### src/rtl/acq_pkg.sv
// Shared types and constants for the acquisition sequencer: state encoding,
// config field widths and the power-on channel mask.
package acq_pkg;

    typedef enum logic [2:0] {
        ST_IDLE   = 3'd0,
        ST_RESET  = 3'd1,
        ST_SETTLE = 3'd2,
        ST_RUN    = 3'd3,
        ST_STALL  = 3'd4,
        ST_ERROR  = 3'd5
    } acq_state_t;

    localparam int CFG_DIV_W  = 8;
    localparam int CFG_CHAN_W = 16;

    localparam logic [CFG_CHAN_W-1:0] DEFAULT_CHAN_MASK = 16'hFFFF;

    // States in which the fast domain and its FIFOs must be held in reset.
    function automatic logic holds_fast_reset(input acq_state_t s);
        return (s == ST_IDLE) || (s == ST_RESET) || (s == ST_ERROR);
    endfunction

endpackage

### src/rtl/acq_sequencer_if.sv
// Command/config inputs from the register file and the sequencer's outputs
// toward the normal-to-fast synchronizers and the status LED.
interface acq_sequencer_if;
    import acq_pkg::*;

    logic                  cmd_start;
    logic                  cmd_stop;
    logic                  cfg_clock_select;
    logic [CFG_DIV_W-1:0]  cfg_clock_divisor;
    logic [CFG_CHAN_W-1:0] cfg_channel_enable;
    logic                  clocks_locked;
    logic                  fifo_overflow;

    logic                  acq_reset;
    logic                  acq_enable;
    logic                  clock_select;
    logic [CFG_DIV_W-1:0]  clock_divisor;
    logic [CFG_CHAN_W-1:0] channel_enable;
    logic [2:0]            state;
    logic                  stalled;
    logic                  lock_error;
    logic                  led_out;

    modport master (
        output cmd_start, cmd_stop, cfg_clock_select, cfg_clock_divisor,
               cfg_channel_enable, clocks_locked, fifo_overflow,
        input  acq_reset, acq_enable, clock_select, clock_divisor,
               channel_enable, state, stalled, lock_error, led_out
    );

    modport slave (
        input  cmd_start, cmd_stop, cfg_clock_select, cfg_clock_divisor,
               cfg_channel_enable, clocks_locked, fifo_overflow,
        output acq_reset, acq_enable, clock_select, clock_divisor,
               channel_enable, state, stalled, lock_error, led_out
    );

endinterface

### src/rtl/acq_led_driver.sv
// Status LED: solid for bring-up/error, slow blink while running,
// fast blink while stalled, off when idle.
module acq_led_driver
    import acq_pkg::*;
#(
    parameter int LED_DIV_BITS = 22
) (
    input  logic       clk,
    input  logic       rst,
    input  acq_state_t state,
    output logic       led_out
);

    logic [LED_DIV_BITS-1:0] blink_cnt;

    // state is the sequencer's next state, so led_out lines up with the
    // registered state output.
    always_ff @(posedge clk or posedge rst) begin
        if (rst) begin
            blink_cnt <= '0;
            led_out   <= 1'b0;
        end else begin
            blink_cnt <= blink_cnt + LED_DIV_BITS'(1);
            case (state)
                ST_IDLE:  led_out <= 1'b0;
                ST_RUN:   led_out <= blink_cnt[LED_DIV_BITS-1];
                ST_STALL: led_out <= blink_cnt[LED_DIV_BITS-3];
                default:  led_out <= 1'b1;
            endcase
        end
    end

endmodule

### src/rtl/acq_sequencer.sv
// Acquisition sequencer: fast-domain reset, lock wait, settle, run/stall
// control, with config shadowed so the fast-domain synchronizers see stable values.
//
// state  | meaning
// IDLE   | fast domain held in reset, waiting for cmd_start
// RESET  | reset held >= RESET_CYCLES and until clocks lock (or timeout)
// SETTLE | reset released, waiting SETTLE_CYCLES before enabling
// RUN    | acquisition enabled
// STALL  | FIFO overflowed, fast domain holds buffered data for readout
// ERROR  | lock lost or never achieved, fast domain held in reset
module acq_sequencer
    import acq_pkg::*;
#(
    parameter int RESET_CYCLES  = 16,
    parameter int SETTLE_CYCLES = 32,
    parameter int LOCK_TIMEOUT  = 65535,
    parameter int LED_DIV_BITS  = 22
) (
    input logic            clk,
    input logic            rst,
    acq_sequencer_if.slave bus
);

    localparam int CNT_MAX = (RESET_CYCLES > SETTLE_CYCLES) ? RESET_CYCLES : SETTLE_CYCLES;
    localparam int CNT_W   = $clog2(CNT_MAX) + 1;
    localparam int TMO_W   = $clog2(LOCK_TIMEOUT + 1);

    // Loaded with N-1 so a phase occupies exactly N cycles including its last.
    localparam logic [CNT_W-1:0] RESET_LOAD  = CNT_W'(RESET_CYCLES - 1);
    localparam logic [CNT_W-1:0] SETTLE_LOAD = CNT_W'(SETTLE_CYCLES - 1);
    localparam logic [TMO_W-1:0] TMO_LAST    = TMO_W'(LOCK_TIMEOUT - 1);

    acq_state_t            state_q, state_d;
    logic [CNT_W-1:0]      cnt_q, cnt_d;
    logic [TMO_W-1:0]      tmo_q, tmo_d;
    logic                  stalled_q, stalled_d;
    logic                  lock_err_q, lock_err_d;
    logic                  shadow_load;
    logic                  acq_reset_q;
    logic                  acq_enable_q;
    logic                  clock_select_q;
    logic [CFG_DIV_W-1:0]  clock_divisor_q;
    logic [CFG_CHAN_W-1:0] channel_enable_q;

    always_ff @(posedge clk or posedge rst) begin
        if (rst) begin
            state_q          <= ST_IDLE;
            cnt_q            <= '0;
            tmo_q            <= '0;
            stalled_q        <= 1'b0;
            lock_err_q       <= 1'b0;
            acq_reset_q      <= 1'b1;
            acq_enable_q     <= 1'b0;
            clock_select_q   <= 1'b0;
            clock_divisor_q  <= '0;
            channel_enable_q <= DEFAULT_CHAN_MASK;
        end else begin
            state_q      <= state_d;
            cnt_q        <= cnt_d;
            tmo_q        <= tmo_d;
            stalled_q    <= stalled_d;
            lock_err_q   <= lock_err_d;
            acq_reset_q  <= holds_fast_reset(state_d);
            acq_enable_q <= (state_d == ST_RUN);
            if (shadow_load) begin
                clock_select_q   <= bus.cfg_clock_select;
                clock_divisor_q  <= bus.cfg_clock_divisor;
                channel_enable_q <= bus.cfg_channel_enable;
            end
        end
    end

    // Stop beats start; either command pre-empts the per-state rules.
    always_comb begin
        state_d     = state_q;
        cnt_d       = (cnt_q == '0) ? cnt_q : cnt_q - CNT_W'(1);
        tmo_d       = tmo_q;
        stalled_d   = stalled_q;
        lock_err_d  = lock_err_q;
        shadow_load = 1'b0;
        if (bus.cmd_stop) begin
            state_d = ST_IDLE;
        end else if (bus.cmd_start) begin
            state_d     = ST_RESET;
            cnt_d       = RESET_LOAD;
            tmo_d       = '0;
            stalled_d   = 1'b0;
            lock_err_d  = 1'b0;
            shadow_load = 1'b1;
        end else begin
            case (state_q)
                ST_RESET: begin
                    tmo_d = tmo_q + TMO_W'(1);
                    // Lock arriving on the last allowed cycle still wins over the timeout.
                    if (cnt_q == '0 && bus.clocks_locked) begin
                        state_d = ST_SETTLE;
                        cnt_d   = SETTLE_LOAD;
                    end else if (tmo_q == TMO_LAST) begin
                        state_d    = ST_ERROR;
                        lock_err_d = 1'b1;
                    end
                end
                ST_SETTLE: begin
                    if (!bus.clocks_locked) begin
                        state_d = ST_RESET;
                        cnt_d   = RESET_LOAD;
                        tmo_d   = '0;
                    end else if (cnt_q == '0) begin
                        state_d = ST_RUN;
                    end
                end
                ST_RUN: begin
                    if (bus.fifo_overflow) begin
                        state_d   = ST_STALL;
                        stalled_d = 1'b1;
                    end else if (!bus.clocks_locked) begin
                        state_d    = ST_ERROR;
                        lock_err_d = 1'b1;
                    end
                end
                default: ;
            endcase
        end
    end

    acq_led_driver #(
        .LED_DIV_BITS (LED_DIV_BITS)
    ) u_led (
        .clk     (clk),
        .rst     (rst),
        .state   (state_d),
        .led_out (bus.led_out)
    );

    assign bus.state          = state_q;
    assign bus.acq_reset      = acq_reset_q;
    assign bus.acq_enable     = acq_enable_q;
    assign bus.clock_select   = clock_select_q;
    assign bus.clock_divisor  = clock_divisor_q;
    assign bus.channel_enable = channel_enable_q;
    assign bus.stalled        = stalled_q;
    assign bus.lock_error     = lock_err_q;

endmodule
### src/flat_wrapper.sv
// flat-port wrapper written by rule: the top's interface ports become plain ports
module acq_sequencer_flat import acq_pkg::*;
#(
    parameter int RESET_CYCLES  = 16,
    parameter int SETTLE_CYCLES = 32,
    parameter int LOCK_TIMEOUT  = 65535,
    parameter int LED_DIV_BITS  = 22
)
  (clk, rst, bus_cmd_start, bus_cmd_stop, bus_cfg_clock_select, bus_cfg_clock_divisor, bus_cfg_channel_enable, bus_clocks_locked, bus_fifo_overflow, bus_acq_reset, bus_acq_enable, bus_clock_select, bus_clock_divisor, bus_channel_enable, bus_state, bus_stalled, bus_lock_error, bus_led_out);
  acq_sequencer_if bus_i ();
  input logic clk;
  input logic rst;
  input wire logic [$bits(bus_i.cmd_start)-1:0] bus_cmd_start;
  input wire logic [$bits(bus_i.cmd_stop)-1:0] bus_cmd_stop;
  input wire logic [$bits(bus_i.cfg_clock_select)-1:0] bus_cfg_clock_select;
  input wire logic [$bits(bus_i.cfg_clock_divisor)-1:0] bus_cfg_clock_divisor;
  input wire logic [$bits(bus_i.cfg_channel_enable)-1:0] bus_cfg_channel_enable;
  input wire logic [$bits(bus_i.clocks_locked)-1:0] bus_clocks_locked;
  input wire logic [$bits(bus_i.fifo_overflow)-1:0] bus_fifo_overflow;
  output wire logic [$bits(bus_i.acq_reset)-1:0] bus_acq_reset;
  output wire logic [$bits(bus_i.acq_enable)-1:0] bus_acq_enable;
  output wire logic [$bits(bus_i.clock_select)-1:0] bus_clock_select;
  output wire logic [$bits(bus_i.clock_divisor)-1:0] bus_clock_divisor;
  output wire logic [$bits(bus_i.channel_enable)-1:0] bus_channel_enable;
  output wire logic [$bits(bus_i.state)-1:0] bus_state;
  output wire logic [$bits(bus_i.stalled)-1:0] bus_stalled;
  output wire logic [$bits(bus_i.lock_error)-1:0] bus_lock_error;
  output wire logic [$bits(bus_i.led_out)-1:0] bus_led_out;
  assign bus_i.cmd_start = bus_cmd_start;
  assign bus_i.cmd_stop = bus_cmd_stop;
  assign bus_i.cfg_clock_select = bus_cfg_clock_select;
  assign bus_i.cfg_clock_divisor = bus_cfg_clock_divisor;
  assign bus_i.cfg_channel_enable = bus_cfg_channel_enable;
  assign bus_i.clocks_locked = bus_clocks_locked;
  assign bus_i.fifo_overflow = bus_fifo_overflow;
  assign bus_acq_reset = bus_i.acq_reset;
  assign bus_acq_enable = bus_i.acq_enable;
  assign bus_clock_select = bus_i.clock_select;
  assign bus_clock_divisor = bus_i.clock_divisor;
  assign bus_channel_enable = bus_i.channel_enable;
  assign bus_state = bus_i.state;
  assign bus_stalled = bus_i.stalled;
  assign bus_lock_error = bus_i.lock_error;
  assign bus_led_out = bus_i.led_out;
  acq_sequencer #(.RESET_CYCLES(RESET_CYCLES), .SETTLE_CYCLES(SETTLE_CYCLES), .LOCK_TIMEOUT(LOCK_TIMEOUT), .LED_DIV_BITS(LED_DIV_BITS)) u_core (.clk(clk), .rst(rst), .bus(bus_i));
endmodule
### config.mk
export PLATFORM = sky130hd
export DESIGN_NAME = acq_sequencer_flat
export DESIGN_NICKNAME = d
export VERILOG_FILES = /design/src/rtl/acq_pkg.sv /design/src/rtl/acq_sequencer_if.sv /design/src/rtl/acq_led_driver.sv /design/src/rtl/acq_sequencer.sv /design/src/flat_wrapper.sv
export SDC_FILE = /design/constraint.sdc
export NUM_CORES = 1
export LEC_CHECK = 0
export CAP_MARGIN = 20
export CORE_MARGIN = 2
export CORE_UTILIZATION = 35
export DETAILED_ROUTE_END_ITERATION = 10
export GPL_TIMING_DRIVEN = 1
export PLACE_DENSITY = 0.68
export REMOVE_ABC_BUFFERS = 1
export SLEW_MARGIN = 20
export SYNTH_ARGS = -nofsm -noshare
export SYNTH_HDL_FRONTEND = slang
export SYNTH_SLANG_ARGS = --single-unit
### constraint.sdc
create_clock -name clk -period 3.1 [get_ports clk]
set_input_delay 0.62 -clock clk [delete_from_list [all_inputs] [get_ports clk]]
set_output_delay 0.62 -clock clk [all_outputs]
set_load 0.01 [all_outputs]
* Yosys cells after proc, flatten, opt, wreduce, memory -nomap -nowiden
Index checks and enable logic that the tools add are counted.
Word-level totals: logic and storage cells 71, register bits 77, output and inout port bits 33, input port bits 31
Cells by class: bitwise operators 1, muxes and demuxes 30, $add $sub $neg 3, equal/unequal tests 13, reductions and logical operators 12
Operator list (number):
- $mux W16 | 2
- $pmux W16 S2 | 1
- $mux W6 | 5
- $mux W3 | 8
- $add A22 B1 Y22 const B | 1
- $add A16 B1 Y16 const B | 1
- $eq A16 B16 Y1 const B | 1
- $ne A3 B3 Y1 const B | 4
- $pmux W6 S2 | 1
- $mux W1 | 10
- $eq A3 B2 Y1 const B | 3
- $pmux W3 S3 | 1
- $eq A3 B1 Y1 const B | 2
- $eq A3 B3 Y1 const B | 2
- $logic_not A6 Y1 | 1
- $reduce_and A3 Y1 | 2
- $reduce_and A6 Y1 | 1
- $reduce_bool A3 Y1 | 2
- $sub A6 B1 Y6 const B | 1
- $reduce_bool A2 Y1 | 2
- $logic_not A3 Y1 | 1
- $ne A3 B2 Y1 const B | 1
- $pmux W1 S3 | 1
- $logic_or A1 B1 Y1 | 2
- other kinds (3) | 3

* Longest topological paths before layout
depth in word-level cells 9, depth in mapped cells 7, mapped depth without buffers 7

* Cells and area by module
Synthesis repeated with hierarchy kept, for this count alone.
Second synthesis, totals: cell total of the unflattened synthesis 318, area total of the unflattened synthesis 3677.3 µm²
By module, submodules not included:
- acq_sequencer | area an instance 2670.1 µm², seq. area each 1372.6 µm², cells each 236, instances 1
- acq_led_driver | area an instance 1007.2 µm², seq. area each 575.6 µm², cells each 82, instances 1

* Worst setup path after synthesis
Ideal clock, no wire load.
path type register to register, start point register u_core.cnt_q[0], end point register u_core.u_led.led_out, library setup time 0.138 ns, stages on the path, launching flop included 8, arrival 1.900 ns, slack 1.062 ns, data required time 2.962 ns, clock period less this slack 2.038 ns, buffers on the path 0, cells stage by stage dfrtp_1 -> inv_1 -> ha_1 -> or4b_4 -> nor3_1 -> a21boi_1 -> a2111oi_0 -> a31oi_1
On the way: word-level cells in the longest chain between the ends 8, elaborated cells on any way between the ends 12, classes of those cells 2 x eq/ne; 7 x mux; 3 x reduce/logical
RTL lines:
- from (decl) | RTL line acq_sequencer.sv:34 | logic [CNT_W-1:0] cnt_q, cnt_d;
- from (signal assigned) | RTL line acq_sequencer.sv:59 | cnt_q <= cnt_d;
- $logic_not A6 Y1 (*) | RTL line acq_sequencer.sv:95, acq_sequencer.sv:108
- $mux W3 or $logic_and A1 B1 Y1 (tied branches) | RTL line acq_sequencer.sv:108, acq_sequencer.sv:95
- $mux W3 (on tied branches) | RTL line acq_sequencer.sv:104, acq_sequencer.sv:95
- $pmux W3 S3 (*) | RTL line acq_sequencer.sv:91 | case (state_q)
- $mux W3 (*) | RTL line acq_sequencer.sv:83 | end else if (bus.cmd_start) begin
- $mux W3 (*) | RTL line acq_sequencer.sv:81 | if (bus.cmd_stop) begin
- $eq A3 B3 Y1, or another cell as far along | RTL line acq_led_driver.sv:24 | case (state)
- $pmux W1 S3 (*) | RTL line acq_led_driver.sv:24
- to (signal assigned) | RTL line acq_led_driver.sv:26 | ST_RUN: led_out <= blink_cnt[LED_DIV_BITS-1];
- to (signal assigned) | RTL line acq_led_driver.sv:27 | ST_STALL: led_out <= blink_cnt[LED_DIV_BITS-3];
- to (decl) | RTL line acq_led_driver.sv:11 | output logic led_out
Every way passes the cells marked *; elsewhere a longest branch is shown, timed or not. A chain may end at the register's enable or synchronous reset.

* Final worst setup path
Same ends and word-level chain as after synthesis.

==> impl_metrics.tcl <==
set metrics [dict create \
    htree_levels 3 \
    tightestPinTransition_ps 654 \
    crit_chain "inv_1, ha_1, or4b_4, nor3_1, a21boi_1, a2111oi_0, a31oi_1" \
    area_delta_synth_final_pct 27.9 \
    drt_iter0_markers 109 \
    synth-edff-count 0 \
    nFillCells 917 \
    switching_share 0.261 \
    slew_violations 0 \
    reg2regPathDepth 7 \
    fin_setup_tns_ps 0 \
    comb_power_share 0.161 \
    ys_warn_count 0 \
    muxShareOfSynthArea 0.0829 \
    reg2reg_slack_ps 790 \
    powerDensity_mw_per_mm2 487 \
    synth_ff_type "dfrtp_1" \
    layout_common_cells "clkdlybuf4s50_1, dfrtp_1, nor2_1, mux2_2, nand2_1" \
    period_share 0.746 \
    post-route-min-period_ps 2310 \
    clock_sinks 77 \
    synth_top_family_by_area "simple AND/OR/NAND/NOR gates" \
    synth_xor_area_frac 0.0744 \
    internal-power_w 0.00163 \
    drt_first_pass_iters 4 \
    worstReg2RegEnd "u_core.u_led.led_out$_DFF_PP0_" \
    p_switching_w 0.000576 \
    fp-row-count 36 \
    cp_max_fo 5 \
    rr_startpoint "u_core.cnt_q[0]$_DFF_PP0_" \
    core_region_area_mm2 0.00977 \
    grt_overflow 0 \
    cts_root_buf "clkbuf_8" \
    worstSetupPathType "flip-flop to flip-flop" \
    finalWirelength_um 7090 \
    fmax_mhz 433 \
    die_w_um 104 \
    holdBufCountCts 0 \
    clk_pin_slew_ps 80 \
    seq_area_mm2 0.00195 \
    rsz0062_at_grt "false" \
    leakage_nw 1.88 \
    hold_depth 1 \
    cts_resized 0 \
    antenna_found_initial 0 \
    grt_usage 0.141 \
    vias 2604 \
    grt_start_max_net_pins 49 \
    syn_inst 315 \
    netlist_area_mm2 0.00353 \
    status "finished clean" \
    io_buffers 63 \
    yosys.area_share.adder 0.0142 \
    ys_ff_latch 77 \
    grt_pass1_wl_um 12500 \
    wire_per_inst_um 13.6 \
    dieArea_mm2 0.0109 \
    drc 0 \
    syn_avg_cell_area_um2 11.2 \
    multi_input_area_mm2 0.00151 \
    ant_nets 0 \
    start_util 0.361 \
    numCtsBuffers 9 \
    min_to "u_core.u_led.blink_cnt[0]$_DFF_PP0_" \
    place_ws_ps 470 \
    clockPowerShare 0.315 \
    hpwl_um 5150 \
    synth_cell_type_count 51 \
    worst_ep_required_time_ps 3310 \
    seqPwrFrac 0.525 \
    slew_headroom 0.561 \
    synth_compound_area_frac 0.0970 \
    setup_ws_ps 789 \
    grt_pass1_vias 2713 \
    synthSimpleGateAreaFrac 0.158 \
    layout_commonest_cell "clkdlybuf4s50_1" \
    insertion_delay_ps 350 \
    n_antenna_cell 0 \
    hp-class "flip-flop to flip-flop" \
    cap_violations 0 \
    crit_start "u_core.cnt_q[0]$_DFF_PP0_" \
    vias_per_cell 4.98 \
    cp.arrival_ps 2530 \
    die_h_um 104 \
    vdd.ir_drop.worst_uv 338 \
    setup_violations 0 \
    fin_skew_ps 9.01 \
    nNetsFinal 420 \
    worst_setup_path_end_kind "flip-flop" \
    drive_gt1_frac 0.185 \
    hold_start "u_core.u_led.blink_cnt[0]$_DFF_PP0_" \
    start_kind "flip-flop" \
    ys_seq_area_frac 0.551 \
    cts_tree "yes" \
    gp_congestion 0.803 \
    cpMaxStageDelayCell "or4b_4" \
    cts_buffer_depth 2 \
    cpPeakStageDelay_ps 510 \
    hold_viol_final 0 \
    async_flop_share 1.00 \
    ios 64 \
    post-cts-setup-buffers 0 \
]
==> power groups by stage <==
stage / logic (W) / registers, W / clock network, W
floorplan: 0.000151 / 0.00119 / 0
global placement: 0.000351 / 0.00117 / 0
detailed placement: 0.000360 / 0.00117 / 0
CTS: 0.000361 / 0.00116 / 0.000723
global route: 0.000392 / 0.00117 / 0.000764
finish: 0.000354 / 0.00116 / 0.000693
==> cell families after synthesis <==
logic type,Yosys count
buf+inv,19
xor+xnor,30
fa+ha+maj,4
simple gates,108
flops,77
compound gates,51
mux,26
==> stage by stage <==
step / util / hold slack (ps) / power [W] / area [um^2] / std cells
after floorplan: - / 422 / 0.00134 / 3500 / 307
after global placement: 0.444 / 439 / 0.00152 / 4340 / 507
after detailed placement: 0.444 / 445 / 0.00153 / 4340 / 507
after CTS: 0.462 / 458 / 0.00224 / 4520 / 523
after global routing: 0.462 / 474 / 0.00233 / 4520 / 523
final: 0.462 / 460 / 0.00220 / 4520 / 523
==> worst max-delay path by stage <==
stage | endpoint | slack (ps) | depth (start not counted)
finish | u_core.u_led.led_out$_DFF_PP0_ | 790 | 7
global route | u_core.u_led.led_out$_DFF_PP0_ | 570 | 7
CTS | u_core.u_led.led_out$_DFF_PP0_ | 790 | 7
detailed placement | u_core.u_led.led_out$_DFF_PP0_ | 470 | 6
global placement | u_core.u_led.led_out$_DFF_PP0_ | 600 | 6
floorplan | u_core.bus.acq_enable$_DFF_PP0_ | 540 | 1
==> critical path: cells and delay by family, from the launching register on <==
family,cells,cell delay (ps)
buf+inv,1,90
flops,1,390
compound gates,3,670
fa+ha+maj,1,230
simple gates,2,790
==> synth_stat cells (all sizes together) (3+ instances only) <==
library cell / n / area [um^2]
inv: 11 / 41.3
xnor2: 21 / 184
ha: 4 / 50.1
clkbuf: 3 / 11.3
dfrtp: 60 / 1500
o21ai: 18 / 90.1
and3: 4 / 25.0
nor3: 9 / 45.0
nand3: 9 / 45.0
a21oi: 7 / 35.0
or3: 3 / 18.8
xor2: 9 / 78.8
o31ai: 6 / 45.0
nand4: 9 / 56.3
mux2: 26 / 293
buf: 5 / 26.3
nor2b: 6 / 37.5
dfstp: 17 / 447
and4: 4 / 36.3
nor2: 27 / 101
nand2: 24 / 92.6
a31oi: 4 / 25.0
==> layout make-up <==
type                       count  area share
clock inverter                 6     0.00996
inverter                      11     0.00913
multi-input combinational    219       0.334
timing repair buffer          67       0.149
tap                          133      0.0368
clock buffer                  10      0.0304
sequential                    77       0.431
==> state kept, by name, summed over array words and instances (netlist names) <==
name / flops
u_core.bus.lock_error: 1
u_core.bus.clock_divisor: 8
u_core.tmo_q: 16
u_core.bus.acq_reset: 1
u_core.u_led.blink_cnt: 22
u_core.u_led.led_out: 1
u_core.bus.channel_enable: 16
u_core.bus.acq_enable: 1
u_core.bus.stalled: 1
u_core.cnt_q: 6
u_core.bus.state: 3
u_core.bus.clock_select: 1
==> metal layers <==
metal | wire length (um) | GRT usage | vias to the layer above | part of all wire
li1 | - | - | 1256 | -
met1 | 3120 | 0.167 | 1259 | 0.44
met2 | 3340 | 0.231 | 79 | 0.47
met3 | 544 | 0.0602 | 10 | 0.077
met4 | 91 | 0.0415 | 0 | 0.013
met5 | 0 | 0 | - | 0
Note: power is estimated with default switching activity, not from simulation.
==> patch 1, RTL diff (same settings) <==
Re-encode `acq_state_t` (6 states) as Gray code, 3 bits wide.
--- a/src/rtl/acq_pkg.sv
+++ b/src/rtl/acq_pkg.sv
@@ -4,10 +4,10 @@
 
     typedef enum logic [2:0] {
-        ST_IDLE   = 3'd0,
-        ST_RESET  = 3'd1,
-        ST_SETTLE = 3'd2,
-        ST_RUN    = 3'd3,
-        ST_STALL  = 3'd4,
-        ST_ERROR  = 3'd5
+        ST_IDLE   = 3'b000,
+        ST_RESET  = 3'b001,
+        ST_SETTLE = 3'b011,
+        ST_RUN    = 3'b010,
+        ST_STALL  = 3'b110,
+        ST_ERROR  = 3'b111
     } acq_state_t;
 
Check against the original RTL: same outputs for any inputs over 10 cycles, from zero or initial values and one cycle with rst high; not proved beyond that.
==> patch 1 against the original RTL <==
Synthesized area up 1.0%. Critical path type is now in2reg. Setup slack improved by 0.0022 ns. Design area is 1.2% higher. Total power rose by 6.8%. Maximum frequency hardly changed. Sequential cell count stayed put. Combinational power rose by 10%. Wire length grew 4.3%. Global-route usage is 0.19 points higher.
==> patch 1: results (changes against the original RTL) <==
<table>
<tr><th>Metric</th><th>Value</th></tr>
<tr><th colspan="2">Outcome</th></tr>
<tr><td>Run status</td><td>completed (unchanged)</td></tr>
<tr><th colspan="2">Layout</th></tr>
<tr><td>Non-clock buffering overhead in the final layout</td><td>14.6% (was 14.9%)</td></tr>
<tr><td>Non-clock buffer total of the final layout</td><td>66 (was 67)</td></tr>
<tr><td>Final cell count without fillers</td><td>524 (was 523)</td></tr>
<tr><td>Fin nets</td><td>421 (was 420)</td></tr>
<tr><td>Register share of the cell area</td><td>42.6% (was 43.1%)</td></tr>
<tr><td>Fraction of final layout cells with drive strength greater than 1</td><td>19.2% (was 18.5%)</td></tr>
<tr><td>Non-CTS inverters</td><td>13 (was 11)</td></tr>
<tr><th colspan="2">Routing</th></tr>
<tr><td>Final routed wirelength across all metal layers</td><td>7.40 mm (was 7.09 mm)</td></tr>
<tr><td>DR vias</td><td>2654 (was 2604)</td></tr>
<tr><td>Met3 wire length</td><td>574 µm (was 544 µm)</td></tr>
<tr><th colspan="2">Synth</th></tr>
<tr><td>Synth unique cells</td><td>52 (was 51)</td></tr>
<tr><td>Fraction of the yosys area taken by sequential cells</td><td>54.6% (was 55.1%)</td></tr>
<tr><td>Synth cell count leaders</td><td>60 x dfrtp_1, 26 x mux2_2, 22 x nand2_1 (was 60 x dfrtp_1, 27 x nor2_1, 26 x mux2_2)</td></tr>
<tr><th colspan="2">Setup path</th></tr>
<tr><td>R2r endpoint</td><td>u_core.bus.acq_enable (was u_core.u_led.led_out)</td></tr>
<tr><td>Destination of the critical timing path</td><td>u_core.tmo_q[14] (was u_core.u_led.led_out)</td></tr>
<tr><td>Max stage delay cell, worst path</td><td>clkdlybuf4s50_1 (was or4b_4)</td></tr>
<tr><td>Biggest fanout along the worst timing path</td><td>10 (was 5)</td></tr>
<tr><td>Origin of the worst setup path</td><td>bus_clocks_locked (was u_core.cnt_q[0])</td></tr>
<tr><th colspan="2">Global routing</th></tr>
<tr><td>Met1 routing resource usage after global routing</td><td>17.8% (was 16.7%)</td></tr>
<tr><td>Met3 Usage GRT</td><td>5.99% (was 6.02%)</td></tr>
<tr><th colspan="2">Place</th></tr>
<tr><td>Number of placed instances with taps included</td><td>508 (was 507)</td></tr>
<tr><td>Post-DP HPWL</td><td>5.25 mm (was 5.15 mm)</td></tr>
<tr><th colspan="2">Pwr</th></tr>
<tr><td>Total leakage power</td><td>1.88 nW (about the same)</td></tr>
<tr><td>Fraction of power spent switching nets</td><td>26.4% (was 26.1%)</td></tr>
<tr><th colspan="2">Timing</th></tr>
<tr><td>Post-route clock skew</td><td>0.0116 ns (was 0.00901 ns)</td></tr>
<tr><td>Max transition margin</td><td>63.6% (was 56.1%)</td></tr>
</table>
[patch 1: metrics by stage]
step	util [%]	hold WS, ns
after CTS	46.6	0.476
after floorplan	-	0.422
after global routing	46.6	0.491
after detailed placement	44.5	0.463
final	46.6	0.465
after global placement	44.5	0.442
[patch 1: logic make-up after synthesis]
family                   Yosys count
AND/OR/NAND/NOR                  108
flip-flops                        77
AO/OA/AOI/OAI                     52
multiplexers                      30
XOR/XNOR                          25
buffers and inverters             21
adder cells (fa/ha/maj)            4
[patch 1: power groups by stage]
stage                     Clock (mW)  Sequential (mW)  Combinational [mW]
after floorplan                    0             1.21               0.171
after global placement             0             1.19               0.383
after detailed placement           0             1.19               0.394
after CTS                      0.818             1.18               0.398
after global routing           0.867             1.19               0.433
final                          0.789             1.18               0.390
[patch 1: worst max-delay path, delay by kind of cell]
family / cells / cell delay, ns
buffers and inverters: 1 / 0.57
and+or+nand+nor: 3 / 1.11
AOI/OAI and AO/OA: 2 / 0.26
==> patch 2, RTL diff (same flow settings) <==
Made on the original files. `CFG_DIV_W`: 8 -> 6.
--- a/src/rtl/acq_pkg.sv
+++ b/src/rtl/acq_pkg.sv
@@ -12,5 +12,5 @@
     } acq_state_t;
 
-    localparam int CFG_DIV_W  = 8;
+    localparam int CFG_DIV_W  = 6;
     localparam int CFG_CHAN_W = 16;
 
Ports: changed (resized bus_cfg_clock_divisor and bus_clock_divisor); port bits go from 64 to 60. The function was not compared with the original's and may differ.
==> patch 2 against the original RTL <==
Sequential cell count down 2. Critical path type is now in2reg. Largest cell class unchanged. Setup slack better by 0.071 ns. Maximum frequency increased by 3.2%. Final cell count down 1.9%. Highest routed layer unchanged. Wire length grew 1.4%. Via count down 2.2%. Total power up 5.4%. Design area shrank 0.50%. Synthesized area is 0.25% lower.
==> patch 2: results (changes against the original RTL) <==
<table>
<tr><th>Metric</th><th>Value</th></tr>
<tr><th colspan="2">Outcome</th></tr>
<tr><td>Run status</td><td>completed (unchanged)</td></tr>
<tr><th colspan="2">Layout</th></tr>
<tr><td>Reg area</td><td>0.00190 mm² (was 0.00195 mm²)</td></tr>
<tr><td>Fraction of standard cell area in multi-input logic</td><td>34.2% (was 33.4%)</td></tr>
<tr><td>Fin nets</td><td>408 (was 420)</td></tr>
<tr><td>Seq_cells</td><td>75 (was 77)</td></tr>
<tr><td>Fraction of final layout cells with drive strength greater than 1</td><td>19.2% (was 18.5%)</td></tr>
<tr><td>Multi-input gate count</td><td>216 (was 219)</td></tr>
<tr><th colspan="2">Setup path</th></tr>
<tr><td>Max stage delay cell, worst path</td><td>clkdlybuf4s50_1 (was or4b_4)</td></tr>
<tr><td>Biggest fanout along the worst timing path</td><td>11 (was 5)</td></tr>
<tr><td>Worst path arrival time</td><td>2.49 ns (was 2.53 ns)</td></tr>
<tr><td>Delay contributed by the slowest stage of the critical path</td><td>0.70 ns (was 0.51 ns)</td></tr>
<tr><td>Cell type group with the largest total delay on the critical path</td><td>buffers and inverters (was simple AND/OR/NAND/NOR gates)</td></tr>
<tr><th colspan="2">Synth</th></tr>
<tr><td>Fraction of synthesized cell area in xor and xnor cells</td><td>7.45% (was 7.44%)</td></tr>
<tr><td>Fraction of the yosys area taken by sequential cells</td><td>53.9% (was 55.1%)</td></tr>
<tr><td>Compound-gate portion of the synthesized area</td><td>9.73% (was 9.70%)</td></tr>
<tr><td>Synth unique cells</td><td>50 (was 51)</td></tr>
<tr><th colspan="2">Routing</th></tr>
<tr><td>DRT met1 WL</td><td>3.41 mm (was 3.12 mm)</td></tr>
<tr><td>DRC marker count from the first detailed-route iteration</td><td>89 (was 109)</td></tr>
<tr><td>DR vias</td><td>2547 (was 2604)</td></tr>
<tr><td>Average detailed-routed wire length per instance</td><td>14.0 µm (was 13.6 µm)</td></tr>
<tr><th colspan="2">Pwr</th></tr>
<tr><td>Total leakage power</td><td>1.90 nW (was 1.88 nW)</td></tr>
<tr><td>Highest ir drop seen on vdd</td><td>0.228 mV (was 0.338 mV)</td></tr>
<tr><td>Proportion of power drawn by flip-flops and latches</td><td>48.6% (was 52.5%)</td></tr>
<tr><td>Clk power</td><td>0.845 mW (was 0.693 mW)</td></tr>
<tr><th colspan="2">Global routing</th></tr>
<tr><td>Global-route usage over all layers</td><td>14.0% (was 14.1%)</td></tr>
<tr><td>Met1 routing resource usage after global routing</td><td>18.4% (was 16.7%)</td></tr>
<tr><td>Met2 global-route usage</td><td>21.6% (was 23.1%)</td></tr>
<tr><th colspan="2">Place</th></tr>
<tr><td>I/O Buffers</td><td>59 (was 63)</td></tr>
<tr><td>Post-place instance area</td><td>0.00427 mm² (was 0.00434 mm²)</td></tr>
<tr><td>Number of placed instances with taps included</td><td>497 (was 507)</td></tr>
<tr><td>Post-DP HPWL</td><td>5.00 mm (was 5.15 mm)</td></tr>
<tr><th colspan="2">Timing</th></tr>
<tr><td>Slew at the pin closest to its max-slew limit</td><td>0.667 ns (was 0.654 ns)</td></tr>
</table>
-- patch 2: changes by cell type after synthesis, sizes merged, moves of 3 or more --
cell,delta
nor3,-3
and3,+7
nor3b,+7
nor2b,-5
o31ai,-3
nor2,-6
-- patch 2: worst max path at each step --
stage                      startpoint                    end  slack (ns)  cells past startpoint
floorplan                         rst  u_core.bus.acq_enable        0.60                      1
finish              bus_clocks_locked   u_core.u_led.led_out        0.86                      6
global placement    bus_clocks_locked       u_core.tmo_q[14]        0.61                      6
global route        bus_clocks_locked   u_core.u_led.led_out        0.70                      6
detailed placement  bus_clocks_locked   u_core.u_led.led_out        0.55                      6
CTS                 bus_clocks_locked   u_core.u_led.led_out        0.89                      6
-- patch 2: per-stage QoR --
step	hold slack, ns	util [%]
after floorplan	0.422	-
after global placement	0.438	43.7
after detailed placement	0.447	43.7
after CTS	0.457	46.0
after global routing	0.476	46.0
final	0.450	46.0
